<file path="src/rtl/fetch_defs.vh">
// Fetch FSM state encodings shared by the fetch unit, the memory port and the bench.
`ifndef FETCH_DEFS_VH
`define FETCH_DEFS_VH
`define FS_IDLE   2'b00
`define FS_RD_OPC 2'b01
`define FS_RD_ARG 2'b10
`endif

</file>
<file path="src/rtl/fetch_mem_port_pkg.sv">
// Shared constants for the fetch memory port: FSM state encodings and default widths.
package fetch_mem_port_pkg;
`include "fetch_defs.vh"

  localparam int unsigned FETCH_ADDR_W = 16;
  localparam int unsigned FETCH_DATA_W = 16;

  // 2'b11 is unused and recovers to IDLE
  localparam logic [1:0] FS_IDLE   = `FS_IDLE;
  localparam logic [1:0] FS_RD_OPC = `FS_RD_OPC;
  localparam logic [1:0] FS_RD_ARG = `FS_RD_ARG;
endpackage

</file>
<file path="src/rtl/fetch_line_buf.sv">
// One-line {opc,arg} buffer for the fetch port, with hit and sequential-advance comparators.
module fetch_line_buf
  import fetch_mem_port_pkg::*;
#(
  parameter int unsigned ADDR_W = FETCH_ADDR_W,
  parameter int unsigned DATA_W = FETCH_DATA_W
) (
  input  logic              clk,
  input  logic              rst_n,
  input  logic [ADDR_W-1:0] pc_in,
  input  logic [ADDR_W-1:0] tgt_pc,
  input  logic              opc_we,
  input  logic [DATA_W-1:0] opc_wdata,
  input  logic              arg_we,
  input  logic [DATA_W-1:0] arg_wdata,
  input  logic              commit,
  input  logic              invalidate,
  output logic              hit,
  output logic              seq,
  output logic              buf_valid,
  output logic [ADDR_W-1:0] buf_pc,
  output logic [DATA_W-1:0] opc_r,
  output logic [DATA_W-1:0] arg_r
);

  logic              buf_valid_r;
  logic [ADDR_W-1:0] buf_pc_r;
  logic [DATA_W-1:0] opc_data_r;
  logic [DATA_W-1:0] arg_data_r;
  logic [ADDR_W-1:0] buf_pc_inc_s;

  // Increment wraps modulo 2**ADDR_W, so pc 0 follows the top address
  assign buf_pc_inc_s = buf_pc_r + ADDR_W'(1);
  assign hit          = buf_valid_r && (buf_pc_r == pc_in);
  assign seq          = (pc_in == buf_pc_inc_s);
  assign buf_valid    = buf_valid_r;
  assign buf_pc       = buf_pc_r;
  assign opc_r        = opc_data_r;
  assign arg_r        = arg_data_r;

  // Valid flag: cleared whenever a fetch starts or is flushed, set when a line completes
  always_ff @(posedge clk or negedge rst_n) begin
    if (!rst_n) begin
      buf_valid_r <= 1'b0;
    end else if (invalidate) begin
      buf_valid_r <= 1'b0;
    end else if (commit) begin
      buf_valid_r <= 1'b1;
    end else begin
      buf_valid_r <= buf_valid_r;
    end
  end

  // Line address and data words
  always_ff @(posedge clk or negedge rst_n) begin
    if (!rst_n) begin
      buf_pc_r   <= '0;
      opc_data_r <= '0;
      arg_data_r <= '0;
    end else begin
      if (commit) buf_pc_r <= tgt_pc;
      if (opc_we) opc_data_r <= opc_wdata;
      if (arg_we) arg_data_r <= arg_wdata;
    end
  end

endmodule

</file>
<file path="src/rtl/fetch_mem_port.sv">
// Memory-side responder for the fetch unit: serves {opc,arg} at pc_in from a one-line buffer,
// refilling it from a wait-state SRAM bus and stalling the core through hold.
module fetch_mem_port
  import fetch_mem_port_pkg::*;
#(
  parameter int unsigned ADDR_W   = FETCH_ADDR_W,
  parameter int unsigned DATA_W   = FETCH_DATA_W,
  parameter bit          REUSE_EN = 1'b1
) (
  input  logic              clk,
  input  logic              rst_n,
  input  logic              req,
  input  logic [ADDR_W-1:0] pc_in,
  input  logic              flush,
  output logic              hold,
  output logic [DATA_W-1:0] fetch_opc,
  output logic [DATA_W-1:0] fetch_arg,
  output logic              mem_rd,
  output logic [ADDR_W-1:0] mem_addr,
  input  logic [DATA_W-1:0] mem_rdata,
  input  logic              mem_ready
);

  logic [1:0]        state_r, state_nxt_s;
  logic [ADDR_W-1:0] tgt_pc_r, tgt_pc_nxt_s;
  logic              mem_rd_r, mem_rd_nxt_s;
  logic [ADDR_W-1:0] mem_addr_r, mem_addr_nxt_s;

  logic              hit_s, seq_s, buf_valid_s;
  logic [ADDR_W-1:0] buf_pc_s;
  logic [DATA_W-1:0] opc_s, arg_s;
  logic              opc_we_s, arg_we_s, commit_s, inval_s;
  logic [DATA_W-1:0] opc_wdata_s;

  fetch_line_buf #(
    .ADDR_W (ADDR_W),
    .DATA_W (DATA_W)
  ) u_line_buf (
    .clk        (clk),
    .rst_n      (rst_n),
    .pc_in      (pc_in),
    .tgt_pc     (tgt_pc_r),
    .opc_we     (opc_we_s),
    .opc_wdata  (opc_wdata_s),
    .arg_we     (arg_we_s),
    .arg_wdata  (mem_rdata),
    .commit     (commit_s),
    .invalidate (inval_s),
    .hit        (hit_s),
    .seq        (seq_s),
    .buf_valid  (buf_valid_s),
    .buf_pc     (buf_pc_s),
    .opc_r      (opc_s),
    .arg_r      (arg_s)
  );

  assign hold      = req && !hit_s;
  assign fetch_opc = opc_s;
  assign fetch_arg = arg_s;
  assign mem_rd    = mem_rd_r;
  assign mem_addr  = mem_addr_r;

  // Next-state and buffer-update decode; flush overrides every state
  always_comb begin
    state_nxt_s    = state_r;
    tgt_pc_nxt_s   = tgt_pc_r;
    mem_rd_nxt_s   = mem_rd_r;
    mem_addr_nxt_s = mem_addr_r;
    opc_we_s       = 1'b0;
    opc_wdata_s    = mem_rdata;
    arg_we_s       = 1'b0;
    commit_s       = 1'b0;
    inval_s        = 1'b0;
    if (flush) begin
      state_nxt_s  = FS_IDLE;
      mem_rd_nxt_s = 1'b0;
      inval_s      = 1'b1;
    end else begin
      case (state_r)
        FS_IDLE: begin
          if (req && !hit_s) begin
            tgt_pc_nxt_s = pc_in;
            inval_s      = 1'b1;
            mem_rd_nxt_s = 1'b1;
            // Sequential advance: the buffered argument word is the new opcode
            if (REUSE_EN && buf_valid_s && seq_s) begin
              opc_we_s       = 1'b1;
              opc_wdata_s    = arg_s;
              mem_addr_nxt_s = pc_in + ADDR_W'(1);
              state_nxt_s    = FS_RD_ARG;
            end else begin
              mem_addr_nxt_s = pc_in;
              state_nxt_s    = FS_RD_OPC;
            end
          end else begin
            state_nxt_s = FS_IDLE;
          end
        end
        FS_RD_OPC: begin
          if (mem_ready) begin
            opc_we_s       = 1'b1;
            mem_addr_nxt_s = tgt_pc_r + ADDR_W'(1);
            state_nxt_s    = FS_RD_ARG;
          end else begin
            state_nxt_s = FS_RD_OPC;
          end
        end
        FS_RD_ARG: begin
          if (mem_ready) begin
            arg_we_s     = 1'b1;
            commit_s     = 1'b1;
            mem_rd_nxt_s = 1'b0;
            state_nxt_s  = FS_IDLE;
          end else begin
            state_nxt_s = FS_RD_ARG;
          end
        end
        default: begin
          state_nxt_s  = FS_IDLE;
          mem_rd_nxt_s = 1'b0;
        end
      endcase
    end
  end

  // FSM and bus registers
  always_ff @(posedge clk or negedge rst_n) begin
    if (!rst_n) begin
      state_r    <= FS_IDLE;
      tgt_pc_r   <= '0;
      mem_rd_r   <= 1'b0;
      mem_addr_r <= '0;
    end else begin
      state_r    <= state_nxt_s;
      tgt_pc_r   <= tgt_pc_nxt_s;
      mem_rd_r   <= mem_rd_nxt_s;
      mem_addr_r <= mem_addr_nxt_s;
    end
  end

endmodule

</file>
<file path="config.mk">
export PLATFORM = sky130hd
export DESIGN_NAME = fetch_mem_port
export DESIGN_NICKNAME = d
export VERILOG_FILES = /design/src/rtl/fetch_mem_port_pkg.sv /design/src/rtl/fetch_line_buf.sv /design/src/rtl/fetch_mem_port.sv
export VERILOG_INCLUDE_DIRS = /design/src /design/src/rtl
export SDC_FILE = /design/constraint.sdc
export NUM_CORES = 1
export LEC_CHECK = 0
export CAP_MARGIN = 25
export CELL_PAD_IN_SITES_DETAIL_PLACEMENT = 1
export CELL_PAD_IN_SITES_GLOBAL_PLACEMENT = 1
export CORE_ASPECT_RATIO = 1.25
export CORE_MARGIN = 1.5
export CORE_UTILIZATION = 49
export DETAILED_ROUTE_END_ITERATION = 12
export DONT_BUFFER_PORTS = 1
export MAX_ROUTING_LAYER = met4
export PLACE_DENSITY = 0.84
export SYNTH_ARGS = -nofsm -noshare
export SYNTH_HDL_FRONTEND = slang
export SYNTH_SLANG_ARGS = --single-unit
export TNS_END_PERCENT = 10
</file>
<file path="constraint.sdc">
create_clock -name clk -period 4.6 [get_ports clk]
set_clock_uncertainty 0.2 [all_clocks]
set_input_delay 0.46 -clock clk [delete_from_list [all_inputs] [get_ports clk]]
set_output_delay 0.46 -clock clk [all_outputs]
set_load 0.03 [all_outputs]
</file>
==> Word level (Yosys, flattened, before mapping) <==
Cells that the tools add are included.
{ "totals": {"wordCells": 61, "inputBits": 37, "regBits": 84, "output_inout_bits": 50} }
{ "classes": {"n_reduce_logical": 10, "mux": 30, "n_bitwise": 1, "addsub": 3, "n_eq_ne": 9} }
{ "ops": {"columns": ["operator", "count"], "rows": [
  ["$mux 16", 7],
  ["$add 16x1->16 const B", 3],
  ["$eq 16x16->1", 2],
  ["$pmux 16 s2", 1],
  ["$mux 1", 14],
  ["$mux 2", 5],
  ["$ne 2x2->1 const B", 3],
  ["$ne 3x3->1 const B", 2],
  ["$pmux 2 s3", 1],
  ["$reduce_and 3->1", 2],
  ["$reduce_and 4->1", 1],
  ["$reduce_bool 2->1", 2],
  ["$logic_and 1x1->1", 3],
  ["$pmux 1 s3", 1],
  ["$eq 2x1->1 const B", 1],
  ["$eq 2x2->1 const B", 1],
  ["$logic_not 2->1", 1],
  ["$pmux 1 s2", 1],
  ["$logic_not 1->1", 1],
  ["$not 1->1", 1]
]} }

==> Logic depth before layout (Yosys ltp) <==
Gate-level depths: netlist (run 1).
{ "logic_depth": {"depth_word": 8, "ltp_mapped": 11} }

==> Modules after synthesis <==
A second synthesis (run 1) with hierarchy kept.
{ "hier_totals": {"cells_unflattened": 440, "area_unflattened_um2": 4859.7} }
{ "by_module_without_submodules": {"columns": ["module", "area_each_um2", "cells_each", "instances"], "rows": [
  ["fetch_mem_port", 2442.3, 246, 1],
  ["fetch_line_buf", 2417.3, 194, 1]
]} }

==> Worst setup path after synthesis (run 1) <==
OpenSTA, ideal clock, no wires.
{ "synth_path": {"path_kind": "input to register", "startpoint": "input pc_in[10]", "endpoint": "register u_line_buf.opc_data_r[10] (netlist: u_line_buf.opc_r[10])", "arrival_ps": 3005, "path_buffers": 3, "path_slack_ps": 1270, "required_ps": 4275, "cell_stages": 11, "cell_sequence": "buf_6 xor3_1 or4_1 a21oi_1 o21ai_1 a2111oi_4 buf_6 nand3_2 a21oi_4 buf_6 mux2_4"} }
{ "synth_between": {"elab_chain_len": 7} }
{ "synth_lines": {"columns": ["item", "line_no", "rtl"], "rows": [
  ["from (decl)", "fetch_mem_port.sv:13", "input logic [ADDR_W-1:0] pc_in,"],
  ["$eq 16x16->1", "fetch_line_buf.sv:34", "assign hit = buf_valid_r && (buf_pc_r == pc_in);"],
  ["$logic_and 1x1->1", "fetch_line_buf.sv:34", null],
  ["$logic_not 1->1", "fetch_mem_port.sv:81", "if (req && !hit_s) begin"],
  ["$logic_and 1x1->1", "fetch_mem_port.sv:81", null],
  ["$mux 1 / $mux 16 (equally long branches)", "fetch_mem_port.sv:81", null],
  ["$pmux 1 s2 / $mux 16 (equally long branches)", "fetch_mem_port.sv:79", "case (state_r)"],
  ["$mux 1 / $mux 16 (equally long branches)", "fetch_mem_port.sv:74", "if (flush) begin"],
  ["to (signal assigned)", "fetch_line_buf.sv:62", "if (opc_we) opc_data_r <= opc_wdata;"],
  ["to (decl)", "fetch_line_buf.sv:28", "logic [DATA_W-1:0] opc_data_r;"]
]} }
Several ways; a longest one is shown, not always the timed one.
A chain may end at the register's enable or synchronous reset.

==> Worst setup path after layout (run 1) <==
{ "layout_path": {"startpoint": "register u_line_buf.buf_pc_r[0] (netlist: u_line_buf.buf_pc[0])", "endpoint": "register u_line_buf.opc_data_r[4] (netlist: u_line_buf.opc_r[4])"} }
{ "layout_between": {"elab_chain_len": 7} }
{ "layout_lines": {"columns": ["item", "line_no", "rtl"], "rows": [
  ["from (decl)", "fetch_line_buf.sv:27", "logic [ADDR_W-1:0] buf_pc_r;"],
  ["from (signal assigned)", "fetch_line_buf.sv:61", "if (commit) buf_pc_r <= tgt_pc;"],
  ["$add 16x1->16 / $eq 16x16->1 (equally long branches)", "fetch_line_buf.sv:33, fetch_line_buf.sv:34", null],
  ["$eq 16x16->1 / $logic_and 1x1->1 (equally long branches)", "fetch_line_buf.sv:35, fetch_line_buf.sv:34", null],
  ["$logic_and 1x1->1 / $logic_not 1->1 (equally long branches)", "fetch_mem_port.sv:86, fetch_mem_port.sv:81", null],
  ["$mux 1 (tied with other cells)", "fetch_mem_port.sv:86", "if (REUSE_EN && buf_valid_s && seq_s) begin"],
  ["$mux 1 / $mux 16 (equally long branches)", "fetch_mem_port.sv:81", null],
  ["$pmux 1 s2 / $mux 16 (equally long branches)", "fetch_mem_port.sv:79", null],
  ["$mux 1 / $mux 16 (equally long branches)", "fetch_mem_port.sv:74", null]
]} }
Several ways; a longest one is shown, not always the timed one.

==> results of run 1 <==
-- logic make-up (layout without fill, tap and decap cells) --
family,after synthesis,after routing
flip-flops,84,84
adder cells (fa/ha/maj),3,3
buffers and inverters,40,35
AND/OR/NAND/NOR,156,156
multiplexers,63,63
AO/OA/AOI/OAI,69,69
XOR/XNOR,52,52
-- sequential cells by signal, indices dropped and copies added, names as in the netlist --
name and cells:
mem_addr 16, mem_rd 1, state_r 2, tgt_pc_r 16, u_line_buf.arg_r 16, u_line_buf.buf_pc 16
u_line_buf.buf_valid 1, u_line_buf.opc_r 16
-- power by group through the flow --
stage | sequential, uW | combinational (uW) | clock [uW]
after floorplan | 1420 | 526 | 0
after global placement | 1530 | 549 | 0
after detailed placement | 1550 | 574 | 0
after CTS | 1540 | 600 | 722
after global routing | 1580 | 669 | 746
final | 1540 | 605 | 714
-- path summary, 6_finish.rpt --
path                                        from               endpoint  cells after the start
hold / removal                          pc_in[5]            tgt_pc_r[5]                      2
max in group asynchronous                  rst_n   u_line_buf.buf_pc[6]                      2
setup reg to reg            u_line_buf.buf_pc[0]    u_line_buf.opc_r[4]                      9
setup / recovery            u_line_buf.buf_pc[0]    u_line_buf.opc_r[4]                      9
hold reg to reg            u_line_buf.buf_pc[15]  u_line_buf.buf_pc[15]                      1
min in group asynchronous                  rst_n            mem_addr[9]                      2
-- metal layers --
layer	GRT usage, %	vias up
met5	-	-
met4	14.4	0
met2	49.5	105
li1	-	1626
met3	6.18	28
met1	30.0	1796
-- synth_stat cells (2+ instances only) --
library cell / count
mux2_1: 4
a21oi_1: 28
a311oi_1: 2
and3_1: 7
or2_2: 2
mux2_2: 46
xnor2_1: 25
xor2_1: 26
buf_2: 6
a21o_1: 2
buf_1: 2
or4_1: 2
mux2i_1: 3
nand2_1: 60
o2111ai_1: 2
nand3_1: 18
clkbuf_1: 17
nand2b_1: 2
mux2_4: 10
nor3_1: 17
nand4_1: 14
nor4_1: 7
o21ai_0: 21
dfrtp_1: 84
ha_1: 3
nor2_1: 15
inv_1: 11
buf_6: 3
and4_1: 5
-- final cells by class --
type	instances	area, sq um
fill	1027	4110
timing repair buffer	8	109
sequential	84	2100
clock inverter	3	18.8
clock buffer	13	270
multi-input combinational	343	2470
tap	123	154
inverter	11	41.3
-- timing repair --
action                                 4_1_cts  5_1_grt
setup endpoints to repair                    0        0
hold buffers                                 3        0
endpoints found under the hold margin       86        0
-- metrics by stage --
step,std cells,utilization [%],hold WS (ns)
2_1_floorplan,467,-,-0.0356
3_3_place_gp,564,51.7,-0.0336
3_5_place_dp,564,51.7,-0.0339
4_1_cts,583,55.3,0.00767
5_1_grt,585,55.7,0.0186
6_report,585,55.7,0.0150
==> reports/metrics.cfg, run 1 <==
[synthesis]
async_flop_share_pct = 100
synth_top_area_share_pct = 44.3
ys.flop_type = dfrtp_1
synth_xor_area_share_pct = 9.92
yosys-mux-area-fraction_pct = 15.7
synth.top_cells.by_area = dfrtp_1 44%, mux2_2 11%, xor2_1 4.8%
synth-simple-area-share_pct = 16.2
avgSynthCellArea_sq_um = 10.2
yosysSeqAreaShare_pct = 44.3
ys_seq_elements = 84
synthAdderAreaFrac_pct = 0.792
syn_area_sq_um = 4740
synth_top_family_by_area = simple AND/OR/NAND/NOR gates
post-synth-top-area-cell = dfrtp_1
synth-edff-count = 0
yosysWarningCount = 0
ys_types = 52
netlist_instances = 467
synth_nets = 507
synth_compound_area_share_pct = 9.21

[detailed_routing]
met3_length_um = 696
vias = 3555
drt_iter0_drc = 192
wl_met1_um = 4990
top_layer_used = met4
wire_per_inst_um = 22.6
drt_drc_violations_left = 0
viasPerCell = 6.08
dr_wl_met2_um = 7160
drt-total-wl_um = 13300
ant_nets = 0
first_pass_iters = 4

[global_route]
grt_pass1_vias = 4029
grt_max_degree = 85
grt_use_total_pct = 28.3
overflow = 0
grt_pass1_wl_um = 21500
antenna_found_initial = 0

[worst_setup_path]
critPathLaunchType = flop
endpoint_kind = flop
critical_path.max_stage_delay_ns = 0.64
r2r_slack_ns = 0.86
crit_buf_inv = 0
path_class = reg -> reg
critPathTopFamily = compound AO/OA/AOI/OAI gates
cp_slowest_cell = a21oi_4
required_ns = 4.63
crit_fanout = 16
crit_chain = ha_1 > xor3_1 > or4_1 > a21oi_1 > o21ai_1 > a2111oi_4 > nand3_2 > a21oi_4 > mux2_2
worstPathArrival_ns = 3.77

[sta]
timing.final.crit_share_pct = 81.3
fin_tns_setup_ns = 0
setup_slack_ns = 0.862
drv_slew = 0
finalHoldViolations = 0
slew_headroom_pct = 41.3
tightest_slew_ns = 0.880
finalSetupViolations = 0
fmaxAchievable_mhz = 268
rsz0062_at_grt = no
period_needed_ns = 3.74

[finish]
stdcell_area_sq_um = 5170
drive_gt1_share_pct = 18.2
mostFrequentLayoutCell = dfrtp_1
nets = 497
syn2layout_area_growth_pct = 8.94
diodes = 0
mostFrequentLayoutCells = 84 x dfrtp_1, 60 x nand2_1, 46 x mux2_2

[floorplan]
die_h_um = 113
dieArea_sq_um = 10300
num_io_pins = 87
die_w_um = 91.0
start_util_pct = 51.1
row_count = 39
core_area_sq_um = 9270

[placed_design]
port_buffers = 0
postPlaceCellArea_sq_um = 4790
dp_hpwl_um = 9040
routabilityCongestion = 0.883
place_ws_ns = 0.877

[power_and_ir_drop]
clockPowerShare_pct = 25.0
ir_drop_mv = 0.375
p_switching_uw = 1160
p_leak_uw = 0.00212
pwr-share-seq_pct = 53.8
switching_share_pct = 40.7
power_uw = 2860
internal_power_uw = 1690
power.density_nw_per_um2 = 553
comb_power_share_pct = 21.2

[clocking]
clk_latency_ns = 0.35
cts.repair.resized = 0
clockBufferDepth = 2
cts_tree = done
cts_buffers = 9
clk_pin_slew_ns = 0.07
htreeDepth = 3
cts_setup_buffers = 0
cts-root-buf = clkbuf_16
clock_sinks = 84

[outcome]
outcome = completed

[flow_run]
drv_cap = 0

[worst_hold_path]
hold_path.class = in -> reg

No activity file was read; power rests on OpenSTA's default activity.
==> run 2: changes to the inputs <==
- clock period: 4.6 -> 3.85 ns (I/O delays scaled with it)
==> run 2 against run 1 <==
Against the previous run: worst setup slack worse by 0.58 ns; register-to-register slack worse by 0.58 ns; critical path depth up 2; via count up 8.8%; clock power up 22%; sequential share of layout area down 2.6 points; fmax up 4.8%; flip-flop and latch count unchanged; sequential power up 20%; hold slack worse by 0.0035 ns; routed wire length up 14%; core utilization up 3.7 points.
==> reports/metrics.cfg, run 2 (same netlist as run 1, synthesis figures left out) <==
[power_and_ir_drop]
power_uw = 3520
p_leak_uw = 0.00228
switching_share_pct = 41.3
pwr-share-seq_pct = 52.5
power.density_nw_per_um2 = 639
p_switching_uw = 1450
internal_power_uw = 2070
ir_drop_mv = 0.411
clockPowerShare_pct = 24.8
comb_power_share_pct = 22.7

[floorplan]
row_count = 39
core_area_sq_um = 9270
num_io_pins = 87
dieArea_sq_um = 10300
die_w_um = 91.0
die_h_um = 113
start_util_pct = 51.1

[finish]
multi_input_area_sq_um = 2480
mostFrequentLayoutCell = dfrtp_1
diodes = 0
syn2layout_area_growth_pct = 16.3
mostFrequentLayoutCells = 84 x dfrtp_1, 60 x nand2_1, 46 x mux2_2
nets = 533
fill_cells = 1000
register_area_sq_um = 2100
drive_gt1_share_pct = 17.9

[placed_design]
routabilityCongestion = 0.950
place_ws_ns = 0.187
dp_hpwl_um = 9030
port_buffers = 0

[detailed_routing]
drt-total-wl_um = 15100
vias = 3869
drt_drc_violations_left = 0
wire_per_inst_um = 24.3
first_pass_iters = 6
viasPerCell = 6.23
ant_nets = 0
drt_iter0_drc = 214

[worst_hold_path]
hold_path.class = in -> reg

[outcome]
outcome = completed

[sta]
slew_headroom_pct = 38.2
whs_ns = 0.0114
fmaxAchievable_mhz = 280
timing.final.crit_share_pct = 92.6
finalHoldViolations = 0
tightest_slew_ns = 0.927
drv_slew = 0
setup_slack_ns = 0.284
period_needed_ns = 3.57
finalSetupViolations = 0
fin_tns_setup_ns = 0
rsz0062_at_grt = no

[flow_run]
drv_cap = 0

[clocking]
clk_pin_slew_ns = 0.07
clk_latency_ns = 0.35
cts_tree = done
clockBufferDepth = 2
cts-root-buf = clkbuf_16
htreeDepth = 3
clock_sinks = 84
cts_buffers = 9

[global_route]
grt_pass1_wl_um = 24300
grt_pass1_vias = 4476
grt_use_total_pct = 31.8
overflow = 0
grt_max_degree = 85
antenna_found_initial = 0

[worst_setup_path]
endpoint_kind = flop
worstPathArrival_ns = 3.60
required_ns = 3.88
path_class = reg -> reg
crit_fanout = 16
critPathLaunchType = flop

[run 2: changes by cell type in the layout (fill, tap and decap cells not counted), sizes merged]
| cell | delta |
|---|---|
| dlygate4sd3 | +32 |
| clkinv | -1 |
| buf | +4 |
| clkbuf | +1 |
[run 2: worst paths after layout]
check / from / to / slack [ns] / depth (start not counted)
worst max-delay path: u_line_buf.buf_pc[0] / mem_addr[10] / 0.28 / 11
worst min-delay path: mem_rdata[15] / u_line_buf.arg_r[15] / 0.01 / 1
worst max register to register: u_line_buf.buf_pc[0] / mem_addr[10] / 0.28 / 11
worst min register to register: tgt_pc_r[10] / u_line_buf.buf_pc[10] / 0.33 / 1
max in group asynchronous: rst_n / u_line_buf.arg_r[15] / 2.67 / 2
min in group asynchronous: rst_n / mem_addr[9] / 0.37 / 2
[run 2: final cells by class]
type                       count  share of cell area (%)
inverter                      11                   0.749
clock inverter                 2                   0.250
multi-input combinational    343                    45.0
timing repair buffer          44                    7.90
tap                          123                    2.79
sequential                    84                    38.1
clock buffer                  14                    5.15
[run 2: power by group through the flow]
stage          Clock, uW  Sequential (uW)  Combinational (uW)
3_3_place_gp           0             1820                 666
6_report             874             1850                 799
5_1_grt              913             1880                 869
3_5_place_dp           0             1830                 710
4_1_cts              877             1830                 774
2_1_floorplan          0             1700                 629
[run 2: metrics by stage]
| step | instance area, sq um | std cells | util (%) |
|---|---|---|---|
| 6_report | 5510 | 621 | 59.5 |
| 5_1_grt | 5510 | 621 | 59.5 |
| 4_1_cts | 5490 | 619 | 59.2 |
| 3_5_place_dp | 4820 | 568 | 52.0 |
| 3_3_place_gp | 4820 | 568 | 52.0 |
| 2_1_floorplan | 4740 | 467 | - |
[run 2: worst max-delay path, cell delays in order (launching register included)]
cell	delay [ns]
dfrtp_1	0.46
ha_1	0.31
nand4_1	0.20
nor4_1	0.41
xor2_1	0.17
o2111ai_1	0.19
a2111oi_4	0.43
buf_4	0.22
buf_4	0.24
nand3_1	0.13
xor2_1	0.17
a221oi_1	0.31
[run 2: repair_timing]
item                       in CTS  in global routing
hold buffers                   35                  0
resized for setup               0                  2
setup endpoints to repair       0                 16
buffers inserted                0                  2
hold endpoints to repair      117                  0
[run 2: routing by layer]
layer / part of all wire, % / vias up / track usage [%]
met4: 3.5 / 0 / 13.9
li1: - / 1698 / -
met5: 0 / - / -
met3: 5.1 / 45 / 7.19
met1: 38 / 1973 / 33.9
met2: 54 / 153 / 56.0
==> run 3: changes to the inputs <==
- TNS_END_PERCENT: 10 -> not set
==> results of run 3 <==
Same layout as run 2: the final DEF is identical, and so are final timing and power.
